**src/rtl/life_pkg.sv**
```systemverilog
// Shared types and constants for the Game-of-life grid sequencing logic.
package life_pkg;

  typedef enum logic [2:0] {
    S_IDLE  = 3'd0,
    S_LOAD  = 3'd1,
    S_CLEAR = 3'd2,
    S_RUN   = 3'd3,
    S_STEP  = 3'd4,
    S_EDIT  = 3'd5
  } sched_state_t;

  // One-hot cursor moves from the keyboard controller
  localparam logic [3:0] SET_A = 4'b0001;  // x-1
  localparam logic [3:0] SET_W = 4'b0010;  // y-1
  localparam logic [3:0] SET_S = 4'b0100;  // y+1
  localparam logic [3:0] SET_D = 4'b1000;  // x+1

  // Fastest supported speed setting; larger shifts are held at this value
  localparam logic [3:0] SPEED_MAX = 4'd5;

endpackage

```
**src/rtl/evolution_scheduler_gen_pacer.sv**
```systemverilog
// Generation pacer: counts clk_in cycles while enabled and emits a one-cycle
// tick once per (P_BASE_PERIOD >> speed) cycles, using the live speed value.
module gen_pacer
  import life_pkg::*;
#(
  parameter int unsigned P_BASE_PERIOD = 25_000_000
) (
  input  logic       clk_in,
  input  logic       reset,
  input  logic       enable,
  input  logic [3:0] evo_left_shift,
  output logic       tick
);

  localparam logic [31:0] BASE = 32'(P_BASE_PERIOD);

  logic [31:0] count;
  logic [31:0] period;
  logic [3:0]  shift;

  // Shifted period (clamped to at least one cycle) and terminal-count compare
  always_comb begin
    shift  = (evo_left_shift > SPEED_MAX) ? SPEED_MAX : evo_left_shift;
    period = BASE >> shift;
    if (period == '0) period = 32'd1;
    // >= so that a mid-interval speed-up never lets the count run past the limit
    tick = enable && (count >= period - 32'd1);
  end

  // Interval counter; restarts on every tick and whenever pacing is off
  always_ff @(posedge clk_in or posedge reset) begin
    if (reset)                count <= '0;
    else if (!enable || tick) count <= '0;
    else                      count <= count + 32'd1;
  end

endmodule

```
**src/rtl/evolution_scheduler.sv**
```systemverilog
// Scheduler between the keyboard controller and the grid memory clients:
// arbitrates load/clear/step transactions, paces generations, tracks the
// manual-edit cursor and counts generations.
module evolution_scheduler
  import life_pkg::*;
#(
  parameter int unsigned P_PARAM_N     = 64,
  parameter int unsigned P_PARAM_M     = 64,
  parameter int unsigned P_BASE_PERIOD = 25_000_000
) (
  input  logic        clk_in,
  input  logic        reset,
  input  logic        start,
  input  logic        pause,
  input  logic        clear,
  input  logic        manual,
  input  logic [3:0]  setting,
  input  logic        setting_valid,
  input  logic        edit_toggle,
  input  logic [15:0] file_id,
  input  logic [3:0]  evo_left_shift,
  output logic        load_start,
  output logic [15:0] load_id,
  input  logic        load_done,
  output logic        clear_start,
  input  logic        clear_done,
  output logic        step_start,
  input  logic        step_done,
  output logic        edit_we,
  output logic [15:0] cursor_x,
  output logic [15:0] cursor_y,
  output logic [31:0] generation,
  output logic [2:0]  state,
  output logic        busy
);

  localparam logic [15:0] X_MAX = 16'(P_PARAM_N - 1);
  localparam logic [15:0] Y_MAX = 16'(P_PARAM_M - 1);

  sched_state_t cur_state, nxt_state;
  logic start_q, pause_q, clear_q;
  logic pend_start, pend_pause, pend_clear;
  logic take_start, take_pause, take_clear;
  logic [15:0] file_shadow;
  logic [15:0] cx, cy, cx_next, cy_next;
  logic load_req, tick, edit_fire;

  assign load_req  = (file_id != file_shadow);
  assign edit_fire = (cur_state == S_EDIT) && edit_toggle;
  assign state     = cur_state;
  // The shadow is captured on LOAD entry, so it is also the latched load id
  assign load_id   = file_shadow;

  gen_pacer #(.P_BASE_PERIOD(P_BASE_PERIOD)) u_pacer (
    .clk_in         (clk_in),
    .reset          (reset),
    .enable         (cur_state == S_RUN),
    .evo_left_shift (evo_left_shift),
    .tick           (tick)
  );

  // Command edge detection and sticky pending flags
  always_ff @(posedge clk_in or posedge reset) begin
    if (reset) begin
      start_q    <= 1'b0;
      pause_q    <= 1'b0;
      clear_q    <= 1'b0;
      pend_start <= 1'b0;
      pend_pause <= 1'b0;
      pend_clear <= 1'b0;
    end else begin
      start_q    <= start;
      pause_q    <= pause;
      clear_q    <= clear;
      pend_start <= (pend_start & ~take_start) | (start & ~start_q);
      pend_pause <= (pend_pause & ~take_pause) | (pause & ~pause_q);
      pend_clear <= (pend_clear & ~take_clear) | (clear & ~clear_q);
    end
  end

  // Next-state selection and pending-flag consumption
  always_comb begin
    nxt_state  = cur_state;
    take_start = 1'b0;
    take_pause = 1'b0;
    take_clear = 1'b0;
    unique case (cur_state)
      S_IDLE, S_EDIT: begin
        if (pend_clear) begin
          nxt_state  = S_CLEAR;
          take_clear = 1'b1;
        end else if (load_req) begin
          nxt_state = S_LOAD;
        end else if (pend_pause) begin
          take_pause = 1'b1;
        end else if (pend_start) begin
          nxt_state  = S_RUN;
          take_start = 1'b1;
        end else if (cur_state == S_IDLE && manual) begin
          nxt_state = S_EDIT;
        end else if (cur_state == S_EDIT && !manual) begin
          nxt_state = S_IDLE;
        end
      end
      S_LOAD:  if (load_done)  nxt_state = S_IDLE;
      S_CLEAR: if (clear_done) nxt_state = S_IDLE;
      S_RUN: begin
        if (pend_clear) begin
          nxt_state  = S_CLEAR;
          take_clear = 1'b1;
        end else if (pend_pause) begin
          nxt_state  = S_IDLE;
          take_pause = 1'b1;
        end else begin
          take_start = pend_start;
          if (tick) nxt_state = S_STEP;
        end
      end
      S_STEP: begin
        if (step_done) begin
          if (pend_clear) begin
            nxt_state  = S_CLEAR;
            take_clear = 1'b1;
          end else if (pend_pause) begin
            nxt_state  = S_IDLE;
            take_pause = 1'b1;
          end else begin
            nxt_state = S_RUN;
          end
        end
      end
      default: nxt_state = S_IDLE;
    endcase
  end

  // State register, entry pulses, busy flag, file shadow and generation count
  always_ff @(posedge clk_in or posedge reset) begin
    if (reset) begin
      cur_state   <= S_IDLE;
      load_start  <= 1'b0;
      clear_start <= 1'b0;
      step_start  <= 1'b0;
      busy        <= 1'b0;
      file_shadow <= '0;
      generation  <= '0;
    end else begin
      cur_state   <= nxt_state;
      load_start  <= (nxt_state == S_LOAD)  && (cur_state != S_LOAD);
      clear_start <= (nxt_state == S_CLEAR) && (cur_state != S_CLEAR);
      step_start  <= (nxt_state == S_STEP)  && (cur_state != S_STEP);
      busy        <= (nxt_state == S_LOAD) || (nxt_state == S_CLEAR) ||
                     (nxt_state == S_STEP);
      if (nxt_state == S_LOAD && cur_state != S_LOAD) file_shadow <= file_id;
      if (cur_state == S_STEP && step_done)
        generation <= generation + 32'd1;
      else if ((cur_state == S_LOAD && load_done) ||
               (cur_state == S_CLEAR && clear_done))
        generation <= '0;
    end
  end

  // Wrap-around cursor move for the current setting strobe
  always_comb begin
    cx_next = cx;
    cy_next = cy;
    if (cur_state == S_EDIT && setting_valid) begin
      case (setting)
        SET_A:   cx_next = (cx == '0)    ? Y_MAX - Y_MAX + X_MAX : cx - 16'd1;
        SET_D:   cx_next = (cx == X_MAX) ? '0 : cx + 16'd1;
        SET_W:   cy_next = (cy == '0)    ? Y_MAX : cy - 16'd1;
        SET_S:   cy_next = (cy == Y_MAX) ? '0 : cy + 16'd1;
        default: ;
      endcase
    end
  end

  // Cursor tracking and edit write strobe
  always_ff @(posedge clk_in or posedge reset) begin
    if (reset) begin
      cx       <= '0;
      cy       <= '0;
      cursor_x <= '0;
      cursor_y <= '0;
      edit_we  <= 1'b0;
    end else begin
      cx      <= cx_next;
      cy      <= cy_next;
      edit_we <= edit_fire;
      // cx/cy track the true cursor; the outputs hold the pre-move position for
      // the edit_we cycle when a toggle coincides with a move, then catch up.
      cursor_x <= edit_fire ? cx : cx_next;
      cursor_y <= edit_fire ? cy : cy_next;
    end
  end

endmodule

```
**config.mk**
```make
export PLATFORM = sky130hd
export DESIGN_NAME = evolution_scheduler
export DESIGN_NICKNAME = d
export VERILOG_FILES = /design/src/rtl/life_pkg.sv /design/src/rtl/evolution_scheduler_gen_pacer.sv /design/src/rtl/evolution_scheduler.sv
export SDC_FILE = /design/constraint.sdc
export NUM_CORES = 1
export LEC_CHECK = 0
export CAP_MARGIN = 20
export CORE_ASPECT_RATIO = 0.75
export CORE_MARGIN = 4
export CORE_UTILIZATION = 45
export CTS_BUF_LIST = sky130_fd_sc_hd__clkbuf_16
export DETAILED_ROUTE_END_ITERATION = 8
export HOLD_SLACK_MARGIN = 0.06
export PLACE_DENSITY_LB_ADDON = 0.25
export SYNTH_ARGS = -nofsm -noshare
export SYNTH_HDL_FRONTEND = slang
export SYNTH_SLANG_ARGS = --single-unit
```
**constraint.sdc**
```tcl
create_clock -name clk_in -period 10.6 [get_ports clk_in]
set_input_delay 2.65 -clock clk_in [delete_from_list [all_inputs] [get_ports clk_in]]
set_output_delay 2.65 -clock clk_in [all_outputs]
set_load 0.01 [all_outputs]
```
== Word-level counts from Yosys, hierarchy flattened ==
Cells that the tools add are included.
Word-level totals
  flip-flop bits (word level): 158
  bits of input ports: 35
  word-level logic and storage cells: 132
Operators by class
  bitwise logic cells: 15
  muxes and demuxes: 46
  equality and inequality tests: 18
  magnitude comparators: 2
  $add $sub $neg: 7
  reduce and logical (&&, ||, !) cells: 24
  shifts and indexed selects: 1
Operators by type and width (count)
  two-way mux 16 bit: 8
  two-way mux 32 bit: 4
  adder 32 x 1 -> 32 bit, second input constant: 2
  one-hot mux 16 bit (2 select lines): 2
  two-way mux 3 bit: 12
  adder 16 x 1 -> 16 bit, second input constant: 2
  equality test 16 x 6 -> 1 bit, second input constant: 2
  greater-or-equal comparator 32 bit: 1
  logical NOT 16 bit: 2
  logical NOT 32 bit: 1
  right shift 25 x 4 -> 32 bit, first input constant: 1
  subtractor 16 x 1 -> 16 bit, second input constant: 2
  subtractor 32 x 1 -> 32 bit, second input constant: 1
  inequality test 16 bit: 1
  one-hot mux 3 bit (5 select lines): 1
  two-way mux 1 bit: 13
  logical AND 1 bit: 11
  equality test 3 x 2 -> 1 bit, second input constant: 3
  equality test 3 bit, second input constant: 3
  bitwise AND 1 bit: 6
  equality test 3 x 1 -> 1 bit, second input constant: 2
  inverter 1 bit: 6
  equality test 4 x 1 -> 1 bit, second input constant: 1
  equality test 4 x 2 -> 1 bit, second input constant: 1
  other kinds (17): 25

== Logic depth before layout (Yosys ltp) ==
Gate-level depths: netlist (run 1).
  word-level depth: 15
  mapped depth: 16
  depth with buffers taken out: 14

== Cells and area by module ==
Synthesis (run 1) repeated with hierarchy kept, for this count alone.
Second synthesis, totals
  cell total of the unflattened synthesis: 1121
  area total of the unflattened synthesis: 10083.4 sq um
By module, submodules not included
  evolution_scheduler: times used 1, area each 7563.5 sq um, cells each 841, seq. area each 3153.0 sq um
  gen_pacer: times used 1, area each 2519.9 sq um, cells each 280, seq. area each 800.8 sq um

== Worst setup path after synthesis (run 1) ==
OpenSTA, ideal clock, no wires.
  path kind: in2reg
  start point: in evo_left_shift[0]
  end point: reg busy
  slack: 5.281 ns
  cell stages on the path: 14
  buffers on the path: 1
  arrival time: 5.232 ns
  library setup time: 0.087 ns
  required time: 10.513 ns
  path through: clkbuf_1 o21a_1 or2_2 inv_1 ha_1 nand2b_1 ha_1 and2_0 a221oi_1 a2bb2oi_1 a31oi_1 o41ai_1 o311ai_0 o211ai_1
On the way
  word-level cells in the longest chain between the ends: 15
  elaborated cells between the ends (all ways): 17
Ends and longest elaborated chain
  start, declared: RTL line evolution_scheduler.sv:21  | input logic [3:0] evo_left_shift,
  > comparator 4 x 3 -> 1 bit: RTL line evolution_scheduler_gen_pacer.sv:23  | shift = (evo_left_shift > SPEED_MAX) ? SPEED_MAX : evo_left_shift;
  two-way mux 4 bit (*): RTL line evolution_scheduler_gen_pacer.sv:23
  right shift 25 x 4 -> 32 bit (*): RTL line evolution_scheduler_gen_pacer.sv:24  | period = BASE >> shift;
  logical NOT 32 bit: RTL line evolution_scheduler_gen_pacer.sv:25  | if (period == '0) period = 32'd1;
  two-way mux 32 bit (*): RTL line evolution_scheduler_gen_pacer.sv:25
  subtractor 32 x 1 -> 32 bit (*): RTL line evolution_scheduler_gen_pacer.sv:27  | tick = enable && (count >= period - 32'd1);
  greater-or-equal comparator 32 bit (*): RTL line evolution_scheduler_gen_pacer.sv:27
  logical AND 1 bit (*): RTL line evolution_scheduler_gen_pacer.sv:27
  two-way mux 3 bit (*): RTL line evolution_scheduler.sv:116  | if (tick) nxt_state = S_STEP;
  two-way mux 3 bit (*): RTL line evolution_scheduler.sv:111  | end else if (pend_pause) begin
  two-way mux 3 bit (*): RTL line evolution_scheduler.sv:108  | if (pend_clear) begin
  one-hot mux 3 bit (5 select lines) (*): RTL line evolution_scheduler.sv:87  | unique case (cur_state)
  net nxt_state[1]: RTL line evolution_scheduler.sv:40  | sched_state_t cur_state, nxt_state;
  equality test 3 x 1 -> 1 bit / equality test 3 x 2 -> 1 bit (equally long branches): RTL line evolution_scheduler.sv:151  | busy <= (nxt_state == S_LOAD) || (nxt_state == S_CLEAR) ||
  logical OR 1 bit: RTL line evolution_scheduler.sv:151
  logical OR 1 bit (*): RTL line evolution_scheduler.sv:151
  end signal, assigned: RTL line evolution_scheduler.sv:151
  end, declared: RTL line evolution_scheduler.sv:34  | output logic busy
Mark *: on every way through the listed nets, which the timed path passes. The rest lies on a longest branch.
A chain may end at the register's enable or synchronous reset.

== Worst setup path in the final report (run 1) ==
  start point: in evo_left_shift[2]
  end point: reg u_pacer.count[30]
On the way
  word-level cells in the longest chain between the ends: 10
Ends and longest elaborated chain
  > comparator 4 x 3 -> 1 bit: RTL line evolution_scheduler_gen_pacer.sv:23
  two-way mux 4 bit (*): RTL line evolution_scheduler_gen_pacer.sv:23
  right shift 25 x 4 -> 32 bit (*): RTL line evolution_scheduler_gen_pacer.sv:24
  logical NOT 32 bit: RTL line evolution_scheduler_gen_pacer.sv:25
  two-way mux 32 bit (*): RTL line evolution_scheduler_gen_pacer.sv:25
  subtractor 32 x 1 -> 32 bit (*): RTL line evolution_scheduler_gen_pacer.sv:27
  greater-or-equal comparator 32 bit (*): RTL line evolution_scheduler_gen_pacer.sv:27
  logical AND 1 bit (*): RTL line evolution_scheduler_gen_pacer.sv:27
  logical OR 1 bit (*): RTL line evolution_scheduler_gen_pacer.sv:33  | else if (!enable || tick) count <= '0;
  two-way mux 32 bit (*): RTL line evolution_scheduler_gen_pacer.sv:33
  end signal, assigned: RTL line evolution_scheduler_gen_pacer.sv:34  | else count <= count + 32'd1;
  end, declared: RTL line evolution_scheduler_gen_pacer.sv:17  | logic [31:0] count;
Mark *: on every way between the ends. The rest lies on a longest branch, timed or not.

==> flow_metrics.tcl, run 1 <==
set metrics [dict create \
    dp.cells 1465 \
    boundaryPins 123 \
    ys_async_sr_fraction_pct 100 \
    first_pass_iters 5 \
    grt_remaining_overflow 0 \
    cts_hold_buf 0 \
    drive_above_1_share_pct 6.41 \
    synth_most_common_cell "nand2_1" \
    die_w_um 177 \
    rows 45 \
    worstSetupPathType "input port to register" \
    place_hpwl_mm 17.1 \
    track_usage_pct 20.8 \
    cts_resized 0 \
    routed_via_density 5.70 \
    cts_tree "done" \
    synth_common_cells "nand2_1, dfrtp_1, o21ai_0" \
    fin_crit_sh_pct 54.3 \
    crit_arrival_ns 6.06 \
    ys_seq_area_share_pct 41.3 \
    clkPwrFrac_pct 37.8 \
    die_area_mm2 0.0237 \
    synth_area_per_cell_um2 8.67 \
    p_sw_mw 0.494 \
    synth_edf_count 0 \
    synth_flop_cell "dfrtp_1" \
    startpoint_type "input port" \
    fmax_mhz 174 \
    synth_area_leaders "dfrtp_1, nand2_1, o21ai_0" \
    synth_top_area_share_pct 41.3 \
    netlist_instances 1105 \
    num_vias 8543 \
    tightest_slew_ns 1.10 \
    skew_ns 0.00829 \
    slew_viol_final 0 \
    drcViolationCount 0 \
    cts-root-buf "clkbuf_16" \
    clockBufferDepth 2 \
    final_core_util_pct 56.3 \
    insertion_delay_ns 0.42 \
    synth_area_mm2 0.00958 \
    p_leak_nw 4.88 \
    cts.sinks 158 \
    synth_seq_cells 158 \
    grt_max_degree 90 \
    timing.setup.tns_ns 0 \
    yosysWarnings 0 \
    switching_share_pct 29.4 \
    period_needed_ns 5.76 \
    seqPwrFrac_pct 41.7 \
    antenna_found_initial 2 \
    pwr-share-comb_pct 20.5 \
    min_path_type "register to register" \
    cts_buffers 17 \
    initial_core_util_pct 46.5 \
    powerDensity_mw_per_mm2 145 \
    p_int_mw 1.19 \
    fin_nets 1277 \
    die_h_um 134 \
    diodes 0 \
    synth_cell_types 82 \
    fillers 1919 \
    post_cts_buffers 0 \
    yosysTopAreaCell "dfrtp_1" \
    worst-path-max-fanout 28 \
    crit_path_end_kind "register" \
    status "finished, final reports clean" \
    final_hold_viol_count 0 \
    areaGrowthSynthToFinish_pct 21.1 \
    maxSlewHeadroom_pct 26.7 \
    wl_mm 24.6 \
    port_buffers 122 \
    wire_per_inst_um 16.4 \
    htree_levels 4 \
    setup-violations-final 0 \
    cp.required_ns 10.90 \
    fin_cells 1498 \
    grt_pass1_vias 7832 \
    power_mw 1.68 \
    cap_violations 0 \
    grt_setup_unrepaired "false" \
    gp_congestion 0.900 \
    ant_nets 0 \
    ir_drop_v 0.000115 \
    drt_iter0_drc 729 \
    timing.hold.ws_ns 0.426 \
    clk_pin_slew_ns 0.07 \
    grt_pass1_wl_mm 40.9 \
    coreArea_mm2 0.0206 \
]
-- through the flow --
step           cell area, um^2  setup slack (ns)
6_report                 11600              4.84
2_1_floorplan             9610              3.69
5_1_grt                  11600              4.50
3_3_place_gp             11000              4.03
4_1_cts                  11600              4.36
3_5_place_dp             11000              3.92
-- layout by cell type, fill, tap and decap left out, types with 9 or more instances in the layout --
master / Yosys / final
a21oi_1: 39 / 39
and2_1: 13 / 13
conb_1: 1 / 9
nand4_1: 30 / 30
o31ai_1: 13 / 13
dfrtp_1: 158 / 158
xnor2_1: 34 / 34
o211ai_1: 9 / 9
ha_1: 39 / 39
o21ai_0: 117 / 117
nand2_1: 165 / 165
and3_1: 26 / 26
nor2_1: 94 / 94
a31oi_1: 18 / 18
clkbuf_16: 0 / 17
clkdlybuf4s50_1: 0 / 122
inv_1: 35 / 34
nand3_1: 37 / 37
nor3_1: 22 / 22
xor2_1: 17 / 17
-- power by group through the flow --
stage / Sequential [mW] / Clock, mW / Combinational (mW)
after detailed placement: 0.709 / 0 / 0.341
after floorplan: 0.713 / 0 / 0.190
after global placement: 0.709 / 0 / 0.336
final: 0.700 / 0.635 / 0.344
after global routing: 0.707 / 0.678 / 0.381
after CTS: 0.699 / 0.649 / 0.342
-- registers in the layout, indices dropped and copies added, names as in the netlist, 3 cells and up --
signal,cells
cursor_x,16
cx,16
u_pacer.count,32
cursor_y,16
cy,16
state,3
load_id,16
generation,32
-- worst paths after layout --
kind,from,end,cells past startpoint,slack (ns)
max,evo_left_shift[2],u_pacer.count[30],14,4.84
min,start_q,pend_start,1,0.43
max reg2reg,load_id[3],load_id[6],7,7.38
min reg2reg,start_q,pend_start,1,0.43
max in group asynchronous,reset,cy[5],3,6.41
min in group asynchronous,reset,step_start,2,2.76
-- critical path: stages --
cell             delay, ns
clkdlybuf4s50_1       0.48
or2_2                 0.36
inv_1                 0.12
o21ai_0               0.12
and2_1                0.18
ha_1                  0.28
and4_1                0.24
nand2_1               0.08
or4_1                 0.52
a31oi_1               0.34
nor2_1                0.15
nand2_1               0.25
buf_16                0.21
nor2_1                0.06
-- metal layers --
metal	GRT usage [%]	share of wire, %	up-vias
met2	28.8	42	291
met1	33.0	49	4067
li1	-	-	4168
met5	0	0.11	-
met4	3.39	0.52	4
met3	5.44	8.4	13
-- cell families (layout without fill, tap and decap cells) --
family	count (synthesis)	after routing	synth area share, %
other	1	9	0.0391
buffers and inverters	95	198	4.19
flip-flops	158	158	41.3
XOR/XNOR	51	51	4.66
AO/OA/AOI/OAI	286	286	18.9
adder cells (fa/ha/maj)	39	39	5.09
multiplexers	9	9	1.10
AND/OR/NAND/NOR	466	466	24.8
-- final cells by class --
cell class	instances	area, um^2	share of cell area, %
multi-input combinational	860	5260	45.3
sequential	158	3950	34.1
clock inverter	15	183	1.57
tap	282	353	3.04
timing repair buffer	129	1290	11.1
inverter	37	144	1.24
clock buffer	17	425	3.66
Note: power is estimated with default switching activity, not from simulation.
==> run 2, diff against run 1 <==
Clock period 10.6 ns to 5.4 ns, I/O delays scaled along.
==> run 2 against run 1 <==
- core utilization barely moved
- critical path type unchanged
- critical path depth unchanged
- combinational power up 96%
- register-to-register slack got worse by 4.9 ns
==> flow_metrics.tcl, run 2 (synthesized netlist as in run 1, its figures left out) <==
set metrics [dict create \
    wl_mm 24.7 \
    wire_per_inst_um 16.4 \
    grt_pass1_wl_mm 41.1 \
    cts-root-buf "clkbuf_16" \
    routed_via_density 5.73 \
    tightest_slew_ns 0.986 \
    crit_arrival_ns 4.88 \
    cts_buffers 17 \
    cp.required_ns 5.73 \
    htree_levels 4 \
    rows 45 \
    boundaryPins 123 \
    drcViolationCount 0 \
    final_common_cell "nand2_1" \
    setup-violations-final 0 \
    ir_drop_v 0.000237 \
    ant_nets 0 \
    finalInstanceArea_mm2 0.0116 \
    skew_ns 0.0114 \
    port_buffers 122 \
    track_usage_pct 20.9 \
    reg_top3 "generation: 32 flops, u_pacer.count: 32 flops" \
    grt_pass1_vias 7912 \
    antenna_found_initial 0 \
    crit_path_end_kind "register" \
    num_vias 8616 \
    clockBufferDepth 2 \
    p_leak_nw 4.88 \
    grt_setup_unrepaired "false" \
    final_core_util_pct 56.4 \
    clk_pin_slew_ns 0.07 \
    gp_congestion 0.977 \
    slew_viol_final 0 \
    period_needed_ns 4.55 \
    worstSetupPathType "input port to register" \
    drt_iter0_drc 718 \
    cap_violations 0 \
    coreArea_mm2 0.0206 \
    cts_resized 0 \
    place_hpwl_mm 17.3 \
    die_h_um 134 \
    fin_crit_sh_pct 84.3 \
    place_area_mm2 0.0110 \
    min_path_type "register to register" \
    cts_tree "done" \
    final_cell_mix "nand2_1, dfrtp_1, clkdlybuf4s50_1" \
    final_hold_viol_count 0 \
    cts.sinks 158 \
    die_area_mm2 0.0237 \
    cts_hold_buf 0 \
    first_pass_iters 5 \
    diodes 0 \
    fmax_mhz 220 \
    initial_core_util_pct 46.5 \
    post_cts_buffers 0 \
    die_w_um 177 \
    maxSlewHeadroom_pct 34.3 \
    drive_above_1_share_pct 6.80 \
    worst-path-max-fanout 9 \
    areaGrowthSynthToFinish_pct 21.2 \
    status "finished, final reports clean" \
    timing.setup.tns_ns 0 \
    fin_nets 1282 \
    insertion_delay_ns 0.42 \
    powerDensity_mw_per_mm2 280 \
    grt_remaining_overflow 0 \
    startpoint_type "input port" \
    grt_max_degree 137 \
    timing.hold.ws_ns 0.431 \
]
[run 2: cell types whose count changed in the layout (fill, tap and decap cells not counted), sizes merged]
cell,change
buf,+5
bufinv,-1
clkinvlp,+3
inv,-2
[run 2: worst paths after layout]
kind | slack [ns] | depth (start not counted) | end | start
worst min-delay path | 0.43 | 1 | pend_clear | clear_q
min in group asynchronous | 1.34 | 2 | cy[0] | reset
worst max register to register | 2.46 | 7 | cursor_y[2] | state[0]
max in group asynchronous | 3.02 | 3 | cx[13] | reset
worst max-delay path | 0.85 | 14 | busy | evo_left_shift[1]
worst min register to register | 0.43 | 1 | pend_clear | clear_q
[run 2: routing by layer]
metal | part of all wire, % | track usage, % | up-vias
met5 | 0 | 0 | -
met4 | 0.98 | 4.51 | 0
met3 | 7.7 | 4.71 | 15
met2 | 41 | 29.0 | 302
met1 | 50 | 33.1 | 4130
li1 | - | - | 4169
[run 2: where the power goes]
part | switching, mW | total (mW) | internal (mW)
Clock | 0.516 | 1.21 | 0.689
Sequential | 0.102 | 1.37 | 1.27
Combinational | 0.358 | 0.673 | 0.315
Total | 0.976 | 3.25 | 2.28
[run 2: final cells by class]
class,count,area [um^2]
flip-flops and latches,158,3950
clock buffers,17,425
fillers,1863,8990
well taps,282,353
multi-input cells,860,5260
inverters,37,143
repair buffers,134,1320
clock inverters,15,163
[run 2: worst max-delay path: stages]
cell             delay (ns)
clkdlybuf4s50_1        0.55
o21a_1                 0.24
or2_2                  0.28
inv_1                  0.10
ha_1                   0.19
nand2b_1               0.14
ha_1                   0.23
and2_0                 0.15
a221oi_1               0.29
a2bb2oi_1              0.22
a31oi_1                0.20
o41ai_1                0.56
o311ai_0               0.24
o211ai_1               0.14
[run 2: per-stage QoR]
step / instances / setup WS (ns) / power, mW
4_1_cts: 1503 / 0.916 / 3.29
3_5_place_dp: 1471 / 0.470 / 2.07
5_1_grt: 1503 / 0.572 / 3.41
2_1_floorplan: 1113 / 1.38 / 1.77
3_3_place_gp: 1471 / 0.565 / 2.06
6_report: 1503 / 0.846 / 3.25
